**config.mk**
```make
export PLATFORM = sky130hd
export DESIGN_NAME = muon_trigger_flat
export DESIGN_NICKNAME = d
export VERILOG_FILES = /design/src/rtl/muon_trigger_if.sv /design/src/rtl/muon_trigger.sv /design/src/flat_wrapper.sv
export SDC_FILE = /design/constraint.sdc
export NUM_CORES = 1
export LEC_CHECK = 0
export ABC_AREA = 0
export BUFFER_PORTS_ARGS = -buffer_cell sky130_fd_sc_hd__buf_2
export CORE_MARGIN = 2
export CORE_UTILIZATION = 50
export CTS_BUF_LIST = sky130_fd_sc_hd__clkbuf_8
export DETAILED_ROUTE_END_ITERATION = 16
export PLACE_DENSITY = 0.73
export SLEW_MARGIN = 20
export SYNTH_ARGS = -nofsm -noshare
export SYNTH_HDL_FRONTEND = slang
export SYNTH_SLANG_ARGS = --single-unit
```
**constraint.sdc**
```tcl
create_clock -name CLK120 -period 6 [get_ports CLK120]
set_input_delay 0.3 -clock CLK120 [delete_from_list [all_inputs] [get_ports CLK120]]
set_output_delay 0.3 -clock CLK120 [all_outputs]
set_load 0.05 [all_outputs]
```
**src/rtl/muon_trigger_if.sv**
```systemverilog
// Sample/trigger bundle between the ADC front end and the muon trigger block.
// The master drives the ADC samples. The slave returns the trigger vector and its counter.
interface muon_trigger_if #(
   parameter int ADC_WIDTH = 12
);
   logic [ADC_WIDTH-1:0] ADC0;
   logic [ADC_WIDTH-1:0] ADC1;
   logic [ADC_WIDTH-1:0] ADC2;
   logic [ADC_WIDTH-1:0] ADC_SSD;
   logic [3:0]           MUON_TRIG_OUT;
   logic [15:0]          TRIG_COUNT;

   modport master (
      output ADC0, ADC1, ADC2, ADC_SSD,
      input  MUON_TRIG_OUT, TRIG_COUNT
   );

   modport slave (
      input  ADC0, ADC1, ADC2, ADC_SSD,
      output MUON_TRIG_OUT, TRIG_COUNT
   );
endinterface

```
**src/rtl/muon_trigger.sv**
```systemverilog
// Muon trigger generator for the 120 MHz ADC domain. It has four sources: PMT multiplicity, SSD threshold,
// PMT/SSD coincidence and periodic. Each source has edge detection, an enable and a holdoff.
module muon_trigger #(
   parameter int ADC_WIDTH     = 12,
   parameter int HOLDOFF_WIDTH = 8,
   parameter int PERIOD_WIDTH  = 24
) (
   input  logic                     CLK120,
   input  logic                     RESET,
   muon_trigger_if.slave            trig_bus,
   input  logic [ADC_WIDTH-1:0]     PMT_THRES0,
   input  logic [ADC_WIDTH-1:0]     PMT_THRES1,
   input  logic [ADC_WIDTH-1:0]     PMT_THRES2,
   input  logic [ADC_WIDTH-1:0]     SSD_THRES,
   input  logic [2:0]               PMT_MASK,
   input  logic [1:0]               PMT_MULT,
   input  logic [3:0]               COINC_WIN,
   input  logic [HOLDOFF_WIDTH-1:0] HOLDOFF,
   input  logic [PERIOD_WIDTH-1:0]  PERIOD,
   input  logic [3:0]               TRIG_ENABLE
);

   localparam logic [HOLDOFF_WIDTH-1:0] HOLD_ONE = HOLDOFF_WIDTH'(1);
   localparam logic [PERIOD_WIDTH-1:0]  PER_ONE  = PERIOD_WIDTH'(1);

   // Stage 1: threshold flags
   logic [2:0] over_pmt;
   logic       over_ssd;

   // Stage 2: edge detection, stretching, holdoff, output
   logic                     pmt_prev, ssd_prev, coinc_prev;
   logic [3:0]               pmt_str, ssd_str;
   logic [PERIOD_WIDTH-1:0]  per_cnt;
   logic [HOLDOFF_WIDTH-1:0] hold [4];
   logic [3:0]               trig_out;
   logic [15:0]              trig_count;

   logic [2:0] pmt_masked;
   logic [1:0] pmt_hits;
   logic       pmt_c, pmt_rise, ssd_rise;
   logic       pmt_act, ssd_act, coinc, coinc_rise;
   logic       per_wrap;
   logic [3:0] raw, fire;

   // The stage-1 flags reset high as well, so the first post-reset cycle looks "already above".
   // A sample that is above threshold at release then never counts as a rise.
   // NOTE: state registers use non-blocking assignments so every flop samples pre-edge values.
   always_ff @(posedge CLK120) begin
      if (RESET) begin
         over_pmt <= 3'b111;
         over_ssd <= 1'b1;
      end else begin
         over_pmt <= {trig_bus.ADC2 > PMT_THRES2,
                      trig_bus.ADC1 > PMT_THRES1,
                      trig_bus.ADC0 > PMT_THRES0};
         over_ssd <= trig_bus.ADC_SSD > SSD_THRES;
      end
   end

   // NOTE: every combinational output gets a default first so no path can infer a latch.
   always_comb begin
      pmt_masked = over_pmt & PMT_MASK;
      pmt_hits   = 2'(pmt_masked[0]) + 2'(pmt_masked[1]) + 2'(pmt_masked[2]);
      pmt_c      = (PMT_MULT != 2'd0) && (pmt_hits >= PMT_MULT);
      pmt_rise   = pmt_c & ~pmt_prev;
      ssd_rise   = over_ssd & ~ssd_prev;
      pmt_act    = pmt_rise | (pmt_str != 4'd0);
      ssd_act    = ssd_rise | (ssd_str != 4'd0);
      coinc      = pmt_act & ssd_act;
      coinc_rise = coinc & ~coinc_prev;
      per_wrap   = (PERIOD != '0) && (per_cnt >= PERIOD - PER_ONE);
      raw        = {per_wrap, coinc_rise, ssd_rise, pmt_rise};
      fire       = '0;
      for (int i = 0; i < 4; i++) begin
         fire[i] = raw[i] & TRIG_ENABLE[i] & (hold[i] == '0);
      end
   end

   always_ff @(posedge CLK120) begin
      if (RESET) begin
         pmt_prev   <= 1'b1;
         ssd_prev   <= 1'b1;
         coinc_prev <= 1'b1;
         pmt_str    <= 4'd0;
         ssd_str    <= 4'd0;
         per_cnt    <= '0;
         for (int i = 0; i < 4; i++) hold[i] <= '0;
         trig_out   <= 4'd0;
         trig_count <= 16'd0;
      end else begin
         pmt_prev   <= pmt_c;
         ssd_prev   <= over_ssd;
         coinc_prev <= coinc;

         if (pmt_rise)             pmt_str <= COINC_WIN;
         else if (pmt_str != 4'd0) pmt_str <= pmt_str - 4'd1;
         if (ssd_rise)             ssd_str <= COINC_WIN;
         else if (ssd_str != 4'd0) ssd_str <= ssd_str - 4'd1;

         if (PERIOD == '0 || per_wrap) per_cnt <= '0;
         else                          per_cnt <= per_cnt + PER_ONE;

         // Holdoff keeps expiring even after an enable drops mid-window.
         for (int i = 0; i < 4; i++) begin
            if (fire[i])              hold[i] <= HOLDOFF;
            else if (hold[i] != '0)   hold[i] <= hold[i] - HOLD_ONE;
         end

         trig_out <= fire;
         if (trig_out != 4'd0 && trig_count != 16'hFFFF) trig_count <= trig_count + 16'd1;
      end
   end

   assign trig_bus.MUON_TRIG_OUT = trig_out;
   assign trig_bus.TRIG_COUNT    = trig_count;

endmodule

```
**src/flat_wrapper.sv**
```systemverilog
// flat-port wrapper written by rule: the top's interface ports become plain ports
module muon_trigger_flat 
#(
   parameter int ADC_WIDTH     = 12,
   parameter int HOLDOFF_WIDTH = 8,
   parameter int PERIOD_WIDTH  = 24
)
  (CLK120, RESET, PMT_THRES0, PMT_THRES1, PMT_THRES2, SSD_THRES, PMT_MASK, PMT_MULT, COINC_WIN, HOLDOFF, PERIOD, TRIG_ENABLE, trig_bus_ADC0, trig_bus_ADC1, trig_bus_ADC2, trig_bus_ADC_SSD, trig_bus_MUON_TRIG_OUT, trig_bus_TRIG_COUNT);
  muon_trigger_if #(.ADC_WIDTH(ADC_WIDTH)) trig_bus_i ();
  input  logic CLK120;
  input  logic RESET;
  input  logic [ADC_WIDTH-1:0] PMT_THRES0;
  input  logic [ADC_WIDTH-1:0] PMT_THRES1;
  input  logic [ADC_WIDTH-1:0] PMT_THRES2;
  input  logic [ADC_WIDTH-1:0] SSD_THRES;
  input  logic [2:0] PMT_MASK;
  input  logic [1:0] PMT_MULT;
  input  logic [3:0] COINC_WIN;
  input  logic [HOLDOFF_WIDTH-1:0] HOLDOFF;
  input  logic [PERIOD_WIDTH-1:0] PERIOD;
  input  logic [3:0] TRIG_ENABLE;
  input wire logic [$bits(trig_bus_i.ADC0)-1:0] trig_bus_ADC0;
  input wire logic [$bits(trig_bus_i.ADC1)-1:0] trig_bus_ADC1;
  input wire logic [$bits(trig_bus_i.ADC2)-1:0] trig_bus_ADC2;
  input wire logic [$bits(trig_bus_i.ADC_SSD)-1:0] trig_bus_ADC_SSD;
  output wire logic [$bits(trig_bus_i.MUON_TRIG_OUT)-1:0] trig_bus_MUON_TRIG_OUT;
  output wire logic [$bits(trig_bus_i.TRIG_COUNT)-1:0] trig_bus_TRIG_COUNT;
  assign trig_bus_i.ADC0 = trig_bus_ADC0;
  assign trig_bus_i.ADC1 = trig_bus_ADC1;
  assign trig_bus_i.ADC2 = trig_bus_ADC2;
  assign trig_bus_i.ADC_SSD = trig_bus_ADC_SSD;
  assign trig_bus_MUON_TRIG_OUT = trig_bus_i.MUON_TRIG_OUT;
  assign trig_bus_TRIG_COUNT = trig_bus_i.TRIG_COUNT;
  muon_trigger #(.ADC_WIDTH(ADC_WIDTH), .HOLDOFF_WIDTH(HOLDOFF_WIDTH), .PERIOD_WIDTH(PERIOD_WIDTH)) u_core (.CLK120(CLK120), .RESET(RESET), .trig_bus(trig_bus_i), .PMT_THRES0(PMT_THRES0), .PMT_THRES1(PMT_THRES1), .PMT_THRES2(PMT_THRES2), .SSD_THRES(SSD_THRES), .PMT_MASK(PMT_MASK), .PMT_MULT(PMT_MULT), .COINC_WIN(COINC_WIN), .HOLDOFF(HOLDOFF), .PERIOD(PERIOD), .TRIG_ENABLE(TRIG_ENABLE));
endmodule
```
==> run summary <==
RSZ-0062 raised after global routing: false
R2R Setup Slk: 2680 ps
Sink Count: 91
Worst min-delay path class: input port to register
# Post-CTS Setup Buffers: 0
Clk root buf: clkbuf_8
EDFF count, synth: 32
Synth Register Bits: 91
Via count: 5740
Hold Crit Start: COINC_WIN[0]
Final nets: 1155
Final worst path period share: 64.22%
Worst-Skew Late Latency: 350 ps
Synth area leaders: dfxtp_1 18%, ha_1 16%, edfxtp_1 14%
Pleak: 3.655 nW
Setup tns final: 0 ps
Antenna Nets Post-Route: 0
PortBufs: 162
Final Skew: 10.83 ps
Synth Cell Area: 0.006689 sq mm
CTS tree: built
CTS clk-pin slew, worst paths: 100 ps
WHS Path Cells: 3
Measured slew at the worst slew-check pin: 1048 ps
GRT Total Usage: 20.21%
Critical path arrival: 3840 ps
Largest net degree at the start of global routing: 43
Drt total wl: 14.36 mm
Die X: 119.7 um
DRC Markers: 0
Fmax: 259.5 MHz
Mapped Nets: 994
R2R cell count: 10
IO Pins: 163
Outcome: completed
CTS Buf Count: 9
Pint: 1.386 mW
GP Congestion: 0.7986
Final Setup Violations: 0
Diode count: 0
Via/cell ratio: 5.199
H-tree Lvls: 3
Slew margin rel.: 29.39%
Max Root-Sink Buffers: 2
Top_reg_cell synth: dfxtp_1
Vias in the first global route: 5344
Leading area contributor after synthesis: dfxtp_1
Worst path required time: 5980 ps
Initial antenna violation count: 0
Post-synthesis sequential area ratio: 32.02%
Asr flop ratio synth: 0%
Final std cells w/o fill: 1104
PD cells: 267.3 mW/mm^2
Synth unique cells: 60
Post-Synthesis Cells: 762
Drt wl/cell: 13.01 um
Multi-input gate area: 0.004205 sq mm
Grt ovf: 0
Syn Area/Cell: 8.778 sq um
Initial DRT Pass Iterations: 4
DR iter-0 viols: 274
Seq pwr share: 42.3%
Final Hold Vio Count: 0
# fillers: 1212
Reg-to-reg startpoint: u_core.over_pmt[0]$_SDFF_PP1_
Comb pwr share: 35.8%
Worst setup SP type: input port
NetSw: 0.7221 mW
Crit Path Class: input port to register
Most instantiated cells after synthesis: 88 x ha_1, 87 x nor2_1, 74 x inv_1
Reg-to-Reg End: u_core.hold[2][6]$_SDFFCE_PN0P_
Post-detail-place hpwl: 11.59 mm
Reg area: 0.002142 sq mm
Core ar.: 0.01314 sq mm
Crit. End Element: register
P&R area growth vs syn: 17.90%
Number of instances in the placed design: 1088
Hold EP: u_core.pmt_str[0]$_SDFFE_PP0P_
Area share of the largest cell type after synthesis: 17.66%
Number of synthesis warnings: 0
Max-cap viol count: 0
Share of cells above drive strength 1: 21.55%
Minimum clock period: 3853 ps
Clock power share: 21.9%
Cts repair resizes: 0
Crit-path max FO: 8
Worst vdd ir: 0.0001033 V
Die span in y: 119.7 um
Slew Viols, Final: 0
Top-count cell post-synth: ha_1
Hold buffers post-CTS: 0
# rows: 42
DIE AREA: 0.01432 sq mm
Initial Utilization: 50.91%
Switching portion of total power: 34.25%
First-pass GRT wire length: 23.88 mm
-- layout make-up --
| type | instances | share of cell area [%] |
|---|---|---|
| multi-input combinational | 584 | 53.32 |
| sequential | 91 | 27.16 |
| timing repair buffer | 163 | 10.38 |
| inverter | 74 | 3.522 |
| tap | 176 | 2.792 |
| clock buffer | 9 | 1.571 |
| clock inverter | 7 | 1.253 |
-- worst max path at each step --
stage,start,end
finish,PERIOD[0],u_core.hold[3][7]$_DFFE_PP_
global route,PERIOD[0],u_core.hold[3][7]$_DFFE_PP_
CTS,PERIOD[0],u_core.hold[3][4]$_DFFE_PP_
detailed placement,PERIOD[0],u_core.hold[3][3]$_DFFE_PP_
global placement,PERIOD[0],u_core.hold[3][0]$_DFFE_PP_
floorplan,PERIOD[0],u_core.hold[3][0]$_DFFE_PP_
-- layer usage --
metal | up-vias | wire length [um] | global-route usage, %
li1 | 3000 | - | -
met5 | - | 0 | 0
met3 | 27 | 520 | 3.470
met1 | 2608 | 6753 | 26.03
met2 | 105 | 6772 | 34.71
met4 | 0 | 313 | 6.029
-- kinds of logic (layout without fill, tap and decap cells) --
family,after synthesis,in the layout,share of synthesized area [%]
xor gates and xnor gates,83,83,10.87
muxes,2,2,0.2993
and+or+nand+nor,292,292,22.84
DFF,91,91,32.02
adders and majority gates,89,89,16.76
buffers and inverters,87,253,5.107
AOI/OAI and AO/OA,118,118,12.10
-- stage by stage --
step / hold slack, ps / instance area [sq um] / utilization [%] / setup slack [ps] / power [mW]
after floorplan: 425.1 / 6689 / - / 2464 / 1.466
after global placement: 448.4 / 7664 / 58.33 / 1963 / 1.632
after detailed placement: 447.5 / 7664 / 58.33 / 1783 / 1.654
after CTS: 181.8 / 7886 / 60.03 / 2160 / 2.116
after global routing: 195.7 / 7886 / 60.03 / 1772 / 2.268
final: 196.4 / 7886 / 60.03 / 2147 / 2.108
-- flip-flops by register name (all words and copies together) (netlist names) --
name,flops
u_core.coinc_prev,1
u_core.hold,32
u_core.over_pmt,3
u_core.over_ssd,1
u_core.per_cnt,24
u_core.pmt_prev,1
u_core.pmt_str,4
u_core.ssd_prev,1
u_core.ssd_str,4
u_core.trig_bus.MUON_TRIG_OUT,4
u_core.trig_bus.TRIG_COUNT,16
-- layout by cell type (no fill, tap or decap), drive strengths merged, types with 4 or more instances in the layout --
cell,n
edfxtp,32
and3,13
nand3,34
dfxtp,59
o21bai,4
nor3b,4
nor4b,4
nor2b,5
a2111oi,5
o21ai,25
nand2,50
clkbuf,9
nand4,22
nor4,12
o21a,5
nor2,89
a21o,18
a211oi,6
or4,5
nand2b,15
inv,77
xor2,38
buf,163
nor3,17
and2,6
a311oi,4
ha,88
o2bb2ai,15
xnor2,45
or3,4
a21oi,28
-- power by group through the flow --
stage | combinational [mW] | clock, mW | sequential (mW)
after floorplan | 0.584 | 0 | 0.882
after CTS | 0.756 | 0.471 | 0.889
after detailed placement | 0.752 | 0 | 0.902
final | 0.754 | 0.462 | 0.892
after global placement | 0.732 | 0 | 0.900
after global routing | 0.865 | 0.494 | 0.909
-- critical path: stages --
cell and delay, ps:
buf_2 100, inv_1 70, ha_1 170, nor3b_2 370, nand4b_1 320, nor4_1 310
xnor2_1 120, ha_1 290, nand4_1 130, nor2_1 160, nor4b_1 330, o31ai_2 150
and2_1 200, o21ai_0 820
Note: power is estimated with default switching activity, not from simulation.
